$ cat src/rtl/frame_bcd_counter_pkg.sv
// Shared video constants used by the sync generator, the digit renderer and the
// frame BCD counter.
package frame_bcd_counter_pkg;

  // Bits per BCD digit and the largest legal digit value.
  localparam int unsigned          BcdWidth = 4;
  localparam logic [BcdWidth-1:0] BcdMax   = 4'd9;

  // Width of the beam position buses.
  localparam int unsigned PosWidth = 10;

  // First vertical blanking line; shared with the sync generator and renderer.
  localparam int unsigned VDisplayDefault = 480;

endpackage

$ cat src/rtl/bcd_digit_cell.sv
// One BCD digit of the frame counter.
//
// Ports:
//   clk_i    pixel clock
//   rst_i    synchronous active-high reset
//   clear_i  synchronous clear to 0 (beats carry_i)
//   carry_i  increment request from the digit below
//   digit_o  registered digit value, 0..9
//   carry_o  increment request to the digit above (digit is 9 and carry_i)
module bcd_digit_cell
  import frame_bcd_counter_pkg::*;
(
  input  logic                clk_i,
  input  logic                rst_i,
  input  logic                clear_i,
  input  logic                carry_i,
  output logic [BcdWidth-1:0] digit_o,
  output logic                carry_o
);

  logic [BcdWidth-1:0] digit_q, digit_d;

  always_comb begin
    digit_d = digit_q;
    if (clear_i) begin
      digit_d = '0;
    end else if (carry_i) begin
      digit_d = (digit_q == BcdMax) ? '0 : digit_q + 1'b1;
    end
  end

  always_ff @(posedge clk_i) begin
    if (rst_i) begin
      digit_q <= '0;
    end else begin
      digit_q <= digit_d;
    end
  end

  assign digit_o = digit_q;
  // Combinational ripple so a multi-digit carry settles within one cycle.
  assign carry_o = carry_i && (digit_q == BcdMax);

endmodule

$ cat src/rtl/frame_bcd_counter.sv
// Frame-driven BCD counter feeding the bitmapped digit renderer.
// A frame tick fires on the edge ending the cycle where the beam sits at
// (H_TRIGGER, V_DISPLAY), i.e. at the start of vertical blanking. Every
// FRAMES_PER_COUNT enabled ticks the BCD count increments by one, so digit
// changes are never visible mid-frame.
//
// Ports:
//   i_clk         pixel clock shared with the sync generator
//   i_rst         synchronous active-high reset
//   i_hpos        beam horizontal position
//   i_vpos        beam vertical position
//   i_enable      low: prescaler and digits hold (ticks still fire)
//   i_clear       synchronous clear of digits and prescaler
//   o_digits      BCD count, digit 0 in [3:0], least significant
//   o_frame_tick  one-cycle pulse per frame
//   o_overflow    one-cycle pulse when the count wraps from all 9s to all 0s
module frame_bcd_counter
  import frame_bcd_counter_pkg::*;
#(
  parameter int unsigned NUM_DIGITS       = 4,
  parameter int unsigned FRAMES_PER_COUNT = 60,
  parameter int unsigned V_DISPLAY        = VDisplayDefault,
  parameter int unsigned H_TRIGGER        = 0
) (
  input  logic                           i_clk,
  input  logic                           i_rst,
  input  logic [PosWidth-1:0]            i_hpos,
  input  logic [PosWidth-1:0]            i_vpos,
  input  logic                           i_enable,
  input  logic                           i_clear,
  output logic [BcdWidth*NUM_DIGITS-1:0] o_digits,
  output logic                           o_frame_tick,
  output logic                           o_overflow
);

  localparam int unsigned PsWidth =
      (FRAMES_PER_COUNT > 1) ? $clog2(FRAMES_PER_COUNT) : 1;
  localparam logic [PsWidth-1:0]  PsMax = PsWidth'(FRAMES_PER_COUNT - 1);
  localparam logic [PosWidth-1:0] HTrig = PosWidth'(H_TRIGGER);
  localparam logic [PosWidth-1:0] VTrig = PosWidth'(V_DISPLAY);

  logic               match;
  logic               advance;
  logic               rollover;
  logic [PsWidth-1:0] ps_q, ps_d;
  logic               tick_q;
  logic               overflow_q, overflow_d;
  logic [NUM_DIGITS:0] carry;

  assign match    = (i_hpos == HTrig) && (i_vpos == VTrig);
  assign advance  = match && i_enable;
  assign rollover = advance && (ps_q == PsMax);

  always_comb begin
    ps_d = ps_q;
    if (i_clear) begin
      ps_d = '0;
    end else if (advance) begin
      ps_d = (ps_q == PsMax) ? '0 : ps_q + 1'b1;
    end
  end

  // Carry out of the top digit means every digit was 9: the count wraps.
  assign overflow_d = carry[NUM_DIGITS] && !i_clear;

  always_ff @(posedge i_clk) begin
    if (i_rst) begin
      ps_q       <= '0;
      tick_q     <= 1'b0;
      overflow_q <= 1'b0;
    end else begin
      ps_q       <= ps_d;
      tick_q     <= match;
      overflow_q <= overflow_d;
    end
  end

  assign carry[0] = rollover;

  for (genvar g = 0; g < NUM_DIGITS; g++) begin : g_digit
    bcd_digit_cell u_cell (
      .clk_i   (i_clk),
      .rst_i   (i_rst),
      .clear_i (i_clear),
      .carry_i (carry[g]),
      .digit_o (o_digits[g*BcdWidth +: BcdWidth]),
      .carry_o (carry[g+1])
    );
  end

  assign o_frame_tick = tick_q;
  assign o_overflow   = overflow_q;

endmodule

$ cat config.mk
export PLATFORM = sky130hd
export DESIGN_NAME = frame_bcd_counter
export DESIGN_NICKNAME = d
export VERILOG_FILES = /design/src/rtl/frame_bcd_counter_pkg.sv /design/src/rtl/bcd_digit_cell.sv /design/src/rtl/frame_bcd_counter.sv
export SDC_FILE = /design/constraint.sdc
export NUM_CORES = 1
export LEC_CHECK = 0
export CAP_MARGIN = 30
export CORE_MARGIN = 10
export CORE_UTILIZATION = 46
export DETAILED_ROUTE_END_ITERATION = 7
export PLACE_DENSITY = 0.79
export RECOVER_POWER = 50
export SYNTH_ARGS = -nofsm -noshare
export SYNTH_HDL_FRONTEND = slang
export SYNTH_SLANG_ARGS = --single-unit
$ cat constraint.sdc
create_clock -name i_clk -period 2.1 [get_ports i_clk]
set_input_delay 0.42 -clock i_clk [delete_from_list [all_inputs] [get_ports i_clk]]
set_output_delay 0.42 -clock i_clk [all_outputs]
set_load 0.01 [all_outputs]
# Word level (Yosys, flattened, before mapping)
# Cells that the tools add are included.
[word_totals]
output_inout_bits = 18
register_bits = 24
in_bits = 24
word_cells = 34
[op_classes]
add_sub_neg = 5
mux = 5
eq_ne = 6
n_reduce_logical = 11
[ops]
columns = ["operator", "count"]
rows = [
  ["$add A4 B1 Y4 const B", 4],
  ["$eq A4 B4 Y1 const B", 4],
  ["$mux W4", 4],
  ["$eq A10 B9 Y1 const B", 1],
  ["$logic_not A10 Y1", 1],
  ["$logic_and A1 B1 Y1", 8],
  ["$add A6 B1 Y6 const B", 1],
  ["$eq A6 B6 Y1 const B", 1],
  ["$mux W6", 1],
  ["$reduce_or A2 Y1", 1],
  ["$logic_not A1 Y1", 1],
]

# Depth between registers and ports, before layout
[logic_depth]
depth_word = 9
mapped_depth = 6
depth_no_buf = 6

# By module
# From an unflattened synthesis, not the netlist that was laid out.
[hier_totals]
cells_unflattened = 131
area_unflattened_um2 = 1247.4
[by_module_without_submodules]
columns = ["mod", "cells_each", "area_per_inst_um2", "n_inst", "seq_area_each_um2"]
rows = [
  ["bcd_digit_cell", 20, 188.9, 4, 80.1],
  ["frame_bcd_counter", 51, 491.7, 1, 160.2],
]

# Worst setup path after synthesis
# Ideal clock, no wire load.
[synth_path]
kind = "in2reg"
start = "in i_hpos[1]"
end = "reg g_digit[1].u_cell.digit_q[3]"
path_slack_ps = 260
path_stages = 5
arrival_ps = 1718
t_required_ps = 1978
path_buffers = 1
setup_ps = 122
cell_sequence = "nor4_2 -> nand4_4 -> or2_0 -> buf_2 -> a311o_1"
[synth_between]
elab_chain_cells = 5
[synth_rtl]
columns = ["element", "line_no", "source"]
rows = [
  ["start, declared", "frame_bcd_counter.sv:27", "input logic [PosWidth-1:0] i_hpos,"],
  ["$logic_not A10 Y1", "frame_bcd_counter.sv:50", "assign match = (i_hpos == HTrig) && (i_vpos == VTrig);"],
  ["$logic_and A1 B1 Y1", "frame_bcd_counter.sv:50", ""],
  ["$logic_and A1 B1 Y1", "frame_bcd_counter.sv:51", "assign advance = match && i_enable;"],
  ["$logic_and A1 B1 Y1", "frame_bcd_counter.sv:52", "assign rollover = advance && (ps_q == PsMax);"],
  ["$logic_and A1 B1 Y1", "bcd_digit_cell.sv:42", "assign carry_o = carry_i && (digit_q == BcdMax);"],
  ["end signal, assigned", "bcd_digit_cell.sv:36", "digit_q <= digit_d;"],
  ["end, declared", "bcd_digit_cell.sv:21", "logic [BcdWidth-1:0] digit_q, digit_d;"],
]
# Every way passes these cells.
# A chain may end at the register's enable or synchronous reset.

# Final worst setup path
[layout_path]
start = "in i_vpos[0]"
end = "reg g_digit[3].u_cell.digit_q[0]"
[layout_between]
elab_chain_cells = 7
[layout_rtl]
columns = ["element", "line_no", "source"]
rows = [
  ["start, declared", "frame_bcd_counter.sv:28", "input logic [PosWidth-1:0] i_vpos,"],
  ["$eq A10 B9 Y1", "frame_bcd_counter.sv:50", ""],
  ["$logic_and A1 B1 Y1", "frame_bcd_counter.sv:50", ""],
  ["$logic_and A1 B1 Y1", "frame_bcd_counter.sv:51", ""],
  ["$logic_and A1 B1 Y1", "frame_bcd_counter.sv:52", ""],
  ["$logic_and A1 B1 Y1 (3 in a row)", "bcd_digit_cell.sv:42", ""],
  ["end signal, assigned", "bcd_digit_cell.sv:36", ""],
  ["end, declared", "bcd_digit_cell.sv:21", ""],
]
# Every way passes these cells.

==> flow_summary.html <==
<table>
<tr><th>Metric</th><th>Value</th></tr>
<tr><th colspan="2">Timing</th></tr>
<tr><td>Hold_ws</td><td>0.5203 ns</td></tr>
<tr><td>Period utilization</td><td>99.19%</td></tr>
<tr><td>Hold Vio Cnt, Final</td><td>0</td></tr>
<tr><td>Worst-case headroom to the max-slew limit</td><td>75.06%</td></tr>
<tr><td>Min Clock Period, post-route</td><td>2.083 ns</td></tr>
<tr><td>Unrepaired setup endpoints after global routing</td><td>true</td></tr>
<tr><td>Maximum clock skew at final layout</td><td>0.004966 ns</td></tr>
<tr><td>Achievable clock frequency</td><td>0.4801 GHz</td></tr>
<tr><td>Max Transition Viols Final</td><td>0</td></tr>
<tr><td>Worst Tran Pin Value</td><td>0.3733 ns</td></tr>
<tr><td>Setup-failing EPs final</td><td>0</td></tr>
<tr><th colspan="2">Setup path</th></tr>
<tr><td>Bufs and invs on worst path</td><td>2</td></tr>
<tr><td>Largest stage delay on the critical path</td><td>0.44 ns</td></tr>
<tr><td>Top fanout value on the critical path</td><td>6</td></tr>
<tr><td>Data arrival time of the critical path</td><td>2.31 ns</td></tr>
<tr><td>Critical Setup Path Class</td><td>in -&gt; reg</td></tr>
<tr><td>WP data required</td><td>2.33 ns</td></tr>
<tr><td>Most prevalent standard cell on the critical path</td><td>sky130_fd_sc_hd__nor4_4</td></tr>
<tr><td>CP top delay family</td><td>simple AND/OR/NAND/NOR gates</td></tr>
<tr><td>Ordered list of cells on the worst path</td><td>clkdlybuf4s50_1, nor4_4, nand4_4, nor4_4, buf_4, a21oi_1, a31o_2</td></tr>
<tr><td>Endpoint type of the worst setup path</td><td>flip-flop</td></tr>
<tr><td>Highest-delay cell along the critical path</td><td>sky130_fd_sc_hd__clkdlybuf4s50_1</td></tr>
<tr><td>Setup crit start kind</td><td>primary input</td></tr>
<tr><th colspan="2">Cells and area</th></tr>
<tr><td>Filler cell count</td><td>219</td></tr>
<tr><td>Final Non-Filler Cells</td><td>242</td></tr>
<tr><td>Total inserted antenna cells</td><td>0</td></tr>
<tr><td>Final #Nets</td><td>238</td></tr>
<tr><td>Fraction of final layout cells with drive strength greater than 1</td><td>16.59%</td></tr>
<tr><td>Area growth from synthesis to final layout</td><td>42.05%</td></tr>
<tr><td>Finished Core Util</td><td>69.76%</td></tr>
<tr><td>Design Area, Final</td><td>1957 um^2</td></tr>
<tr><th colspan="2">Pwr</th></tr>
<tr><td>Leakage power total</td><td>0.7526 nW</td></tr>
<tr><td>Power Density</td><td>378.9 nW/um^2</td></tr>
<tr><td>Maximum ir drop on the vdd rail</td><td>0.4326 mV</td></tr>
<tr><th colspan="2">Route</th></tr>
<tr><td>DRC viols</td><td>0</td></tr>
<tr><td>First drt pass iteration count</td><td>4</td></tr>
<tr><td>Wire length reported by the detailed router</td><td>4025 um</td></tr>
<tr><td>Detailed-route via count</td><td>1363</td></tr>
<tr><td>Number of violations reported at the end of detailed-routing iteration 0</td><td>100</td></tr>
<tr><td>Post-route antenna net violation count</td><td>0</td></tr>
<tr><td>DR vias/cell</td><td>5.632</td></tr>
<tr><td>Average wire per cell in the routed design</td><td>16.63 um</td></tr>
<tr><th colspan="2">Floorplan</th></tr>
<tr><td>Placeable core area</td><td>2805 um^2</td></tr>
<tr><td>Initial core utilization</td><td>49.11%</td></tr>
<tr><td>Number of placement rows</td><td>19</td></tr>
<tr><td>Overall die height</td><td>74.73 um</td></tr>
<tr><td>Die outline width</td><td>74.73 um</td></tr>
<tr><td>Die Footprint</td><td>5584 um^2</td></tr>
<tr><td>I/O pin count</td><td>42</td></tr>
<tr><th colspan="2">Global routing</th></tr>
<tr><td>Antenna violations before repair</td><td>0</td></tr>
<tr><td>Global-route wire length before repair</td><td>6796 um</td></tr>
<tr><td>Tot GR Track Use</td><td>15.28%</td></tr>
<tr><td>Overall overflow remaining after global route</td><td>0</td></tr>
<tr><td>Maximum number of pins on one net before global-route repair</td><td>17</td></tr>
<tr><td>Via count of the first global-routing pass</td><td>1430</td></tr>
<tr><th colspan="2">Clock tree</th></tr>
<tr><td>Clock insertion delay at the later pin of the skew report</td><td>0.31 ns</td></tr>
<tr><td>TritonCTS clock tree</td><td>built</td></tr>
<tr><td>Clock slew seen by the registers of the worst setup and hold paths</td><td>0.13 ns</td></tr>
<tr><td>Maximum count of clock buffers along a single path</td><td>2</td></tr>
<tr><td>Clock root buffer</td><td>sky130_fd_sc_hd__clkbuf_4</td></tr>
<tr><td>Sinks on the clock net</td><td>24</td></tr>
<tr><td>Clock buffers created by TritonCTS</td><td>3</td></tr>
<tr><td>Clock H-tree levels</td><td>1</td></tr>
<tr><th colspan="2">Outcome</th></tr>
<tr><td>Run status</td><td>complete, no violations</td></tr>
<tr><th colspan="2">Placed design</th></tr>
<tr><td>Number of cells after detailed placement</td><td>238</td></tr>
<tr><td>RD Place Congestion</td><td>0.7734</td></tr>
<tr><td>Port Buffer Count</td><td>41</td></tr>
<tr><td>Dpl cell area</td><td>1912 um^2</td></tr>
<tr><td>Total half-perimeter wirelength after legalization and detailed placement</td><td>3256 um</td></tr>
<tr><th colspan="2">Synth</th></tr>
<tr><td>Proportion of synthesized flip-flops having asynchronous set or reset</td><td>0%</td></tr>
<tr><td>Number of different library cells in the post-synthesis netlist</td><td>43</td></tr>
<tr><td>Area contributors post-synth</td><td>sky130_fd_sc_hd__dfxtp_1 35%, sky130_fd_sc_hd__nor2_1 6.0%, sky130_fd_sc_hd__mux2i_1 5.1%, sky130_fd_sc_hd__xnor2_1 5.1%, sky130_fd_sc_hd__nor4_4 4.6%</td></tr>
<tr><td>Dominant register cell in the synthesized netlist</td><td>sky130_fd_sc_hd__dfxtp_1</td></tr>
<tr><td>Number of enable flip-flop cells after synthesis</td><td>0</td></tr>
<tr><td>Post-synthesis sequential area ratio</td><td>34.88%</td></tr>
<tr><td>Most repeated cell in the gate-level netlist after synthesis</td><td>sky130_fd_sc_hd__dfxtp_1</td></tr>
<tr><td>Flops &amp; latches, synth</td><td>24</td></tr>
<tr><td>Most area-hungry cell type in the Yosys netlist</td><td>sky130_fd_sc_hd__dfxtp_1</td></tr>
<tr><td>Cell area after technology mapping</td><td>1378 um^2</td></tr>
<tr><td>Post-synthesis net count</td><td>182</td></tr>
<tr><td>Number of synthesis warnings</td><td>0</td></tr>
<tr><td>Syn_area_per_cell</td><td>8.774 um^2</td></tr>
<tr><td>Area share of the largest cell type after synthesis</td><td>34.88%</td></tr>
<tr><td>Most numerous cell types in the synthesized netlist</td><td>24 x sky130_fd_sc_hd__dfxtp_1, 22 x sky130_fd_sc_hd__nor2_1, 16 x sky130_fd_sc_hd__nand2_1</td></tr>
<tr><td>Post-synthesis instance total</td><td>157</td></tr>
<tr><th colspan="2">Flow run</th></tr>
<tr><td>Max-cap violation count</td><td>0</td></tr>
<tr><th colspan="2">Worst hold path</th></tr>
<tr><td>Hold/Removal Path Class</td><td>reg -&gt; reg</td></tr>
</table>
[flip-flops by register name (all words and copies together), names as in the netlist]
register                flops
o_overflow                  1
g_digit.u_cell.digit_o     16
ps_q                        6
o_frame_tick                1
[routing by layer]
layer / GRT usage, % / wire length [um] / vias to the layer above
met5: 0 / 0 / -
met2: 29.39 / 2206 / 31
met1: 16.54 / 1591 / 647
li1: - / - / 683
met4: 2.311 / 14 / 0
met3: 4.074 / 212 / 2
[layout by cell type, fill, tap and decap left out, types with 2 or more instances in the layout]
| cell | n |
|---|---|
| sky130_fd_sc_hd__dlygate4sd3_1 | 17 |
| sky130_fd_sc_hd__nand3_1 | 5 |
| sky130_fd_sc_hd__nor3b_1 | 2 |
| sky130_fd_sc_hd__and4b_1 | 2 |
| sky130_fd_sc_hd__nor4_2 | 5 |
| sky130_fd_sc_hd__nor2b_1 | 7 |
| sky130_fd_sc_hd__xnor2_1 | 8 |
| sky130_fd_sc_hd__nor2_1 | 22 |
| sky130_fd_sc_hd__nor3_1 | 7 |
| sky130_fd_sc_hd__buf_4 | 15 |
| sky130_fd_sc_hd__dfxtp_1 | 24 |
| sky130_fd_sc_hd__a21oi_1 | 3 |
| sky130_fd_sc_hd__nand4b_1 | 2 |
| sky130_fd_sc_hd__a31oi_1 | 2 |
| sky130_fd_sc_hd__nor4_4 | 3 |
| sky130_fd_sc_hd__nand2_1 | 16 |
| sky130_fd_sc_hd__clkbuf_4 | 3 |
| sky130_fd_sc_hd__mux2i_1 | 7 |
| sky130_fd_sc_hd__a31o_2 | 3 |
| sky130_fd_sc_hd__clkdlybuf4s50_1 | 23 |
| sky130_fd_sc_hd__nand4_1 | 3 |
| sky130_fd_sc_hd__inv_1 | 5 |
| sky130_fd_sc_hd__nor4_1 | 4 |
| sky130_fd_sc_hd__or3_1 | 2 |
[logic make-up (layout without fill, tap and decap cells)]
logic type	Yosys count	in the layout	synth area share, %
simple gates	90	90	42.05
flops	24	24	34.88
compound gates	17	17	9.174
buf+inv	10	64	2.815
xor+xnor	8	8	5.086
mux	7	7	5.086
fa+ha+maj	1	1	0.9081
[per-stage QoR]
stage                     total power [mW]  setup slack [ns]  setup TNS, ns
final                               0.7415           0.01696              0
after floorplan                     0.4861            0.2599              0
after detailed placement            0.5485           -0.2699         -4.054
after CTS                           0.7456           0.07224              0
after global placement              0.5456           -0.1838         -2.726
after global routing                0.7679          -0.05701        -0.1076
[where the power goes]
group	switching [mW]	total [mW]	leakage [nW]	internal (mW)
clock	0.135	0.202	0.0138	0.0671
sequential	0.0000000114	0.455	0.193	0.455
combinational	0.0334	0.0840	0.546	0.0506
[cell type report]
cell class	instances	area, um^2	share of cell area (%)
multi-input cells	123	870.8	44.50
repair buffers	56	525.5	26.85
flip-flops and latches	24	480.5	24.55
well taps	31	38.79	1.982
clock buffers	3	22.52	1.151
inverters	5	18.77	0.9591
[worst paths after layout]
kind / startpoint / to / slack, ns / cells past startpoint
hold / removal: g_digit[2].u_cell.digit_o[0]$_SDFFE_PP0N_ / g_digit[2].u_cell.digit_o[0]$_SDFFE_PP0N_ / 0.52 / 2
setup reg to reg: ps_q[0]$_SDFFE_PP0N_ / g_digit[3].u_cell.digit_o[0]$_SDFFE_PP0P_ / 0.16 / 7
hold reg to reg: g_digit[2].u_cell.digit_o[0]$_SDFFE_PP0N_ / g_digit[2].u_cell.digit_o[0]$_SDFFE_PP0N_ / 0.52 / 2
setup / recovery: i_vpos[0] / g_digit[3].u_cell.digit_o[0]$_SDFFE_PP0P_ / 0.02 / 7
[worst min-delay path, delay by kind of cell, from the launching register on]
family	cells	cell delay, ns
and+or+nand+nor	1	0.07
muxes	1	0.06
DFF	1	0.36
[repair_timing]
item,4_1_cts,5_1_grt
hold buffers,0,0
setup buffers,0,1
resized for setup,0,4
endpoints found under the setup margin,0,10
Power figures use the tool's default switching activity.
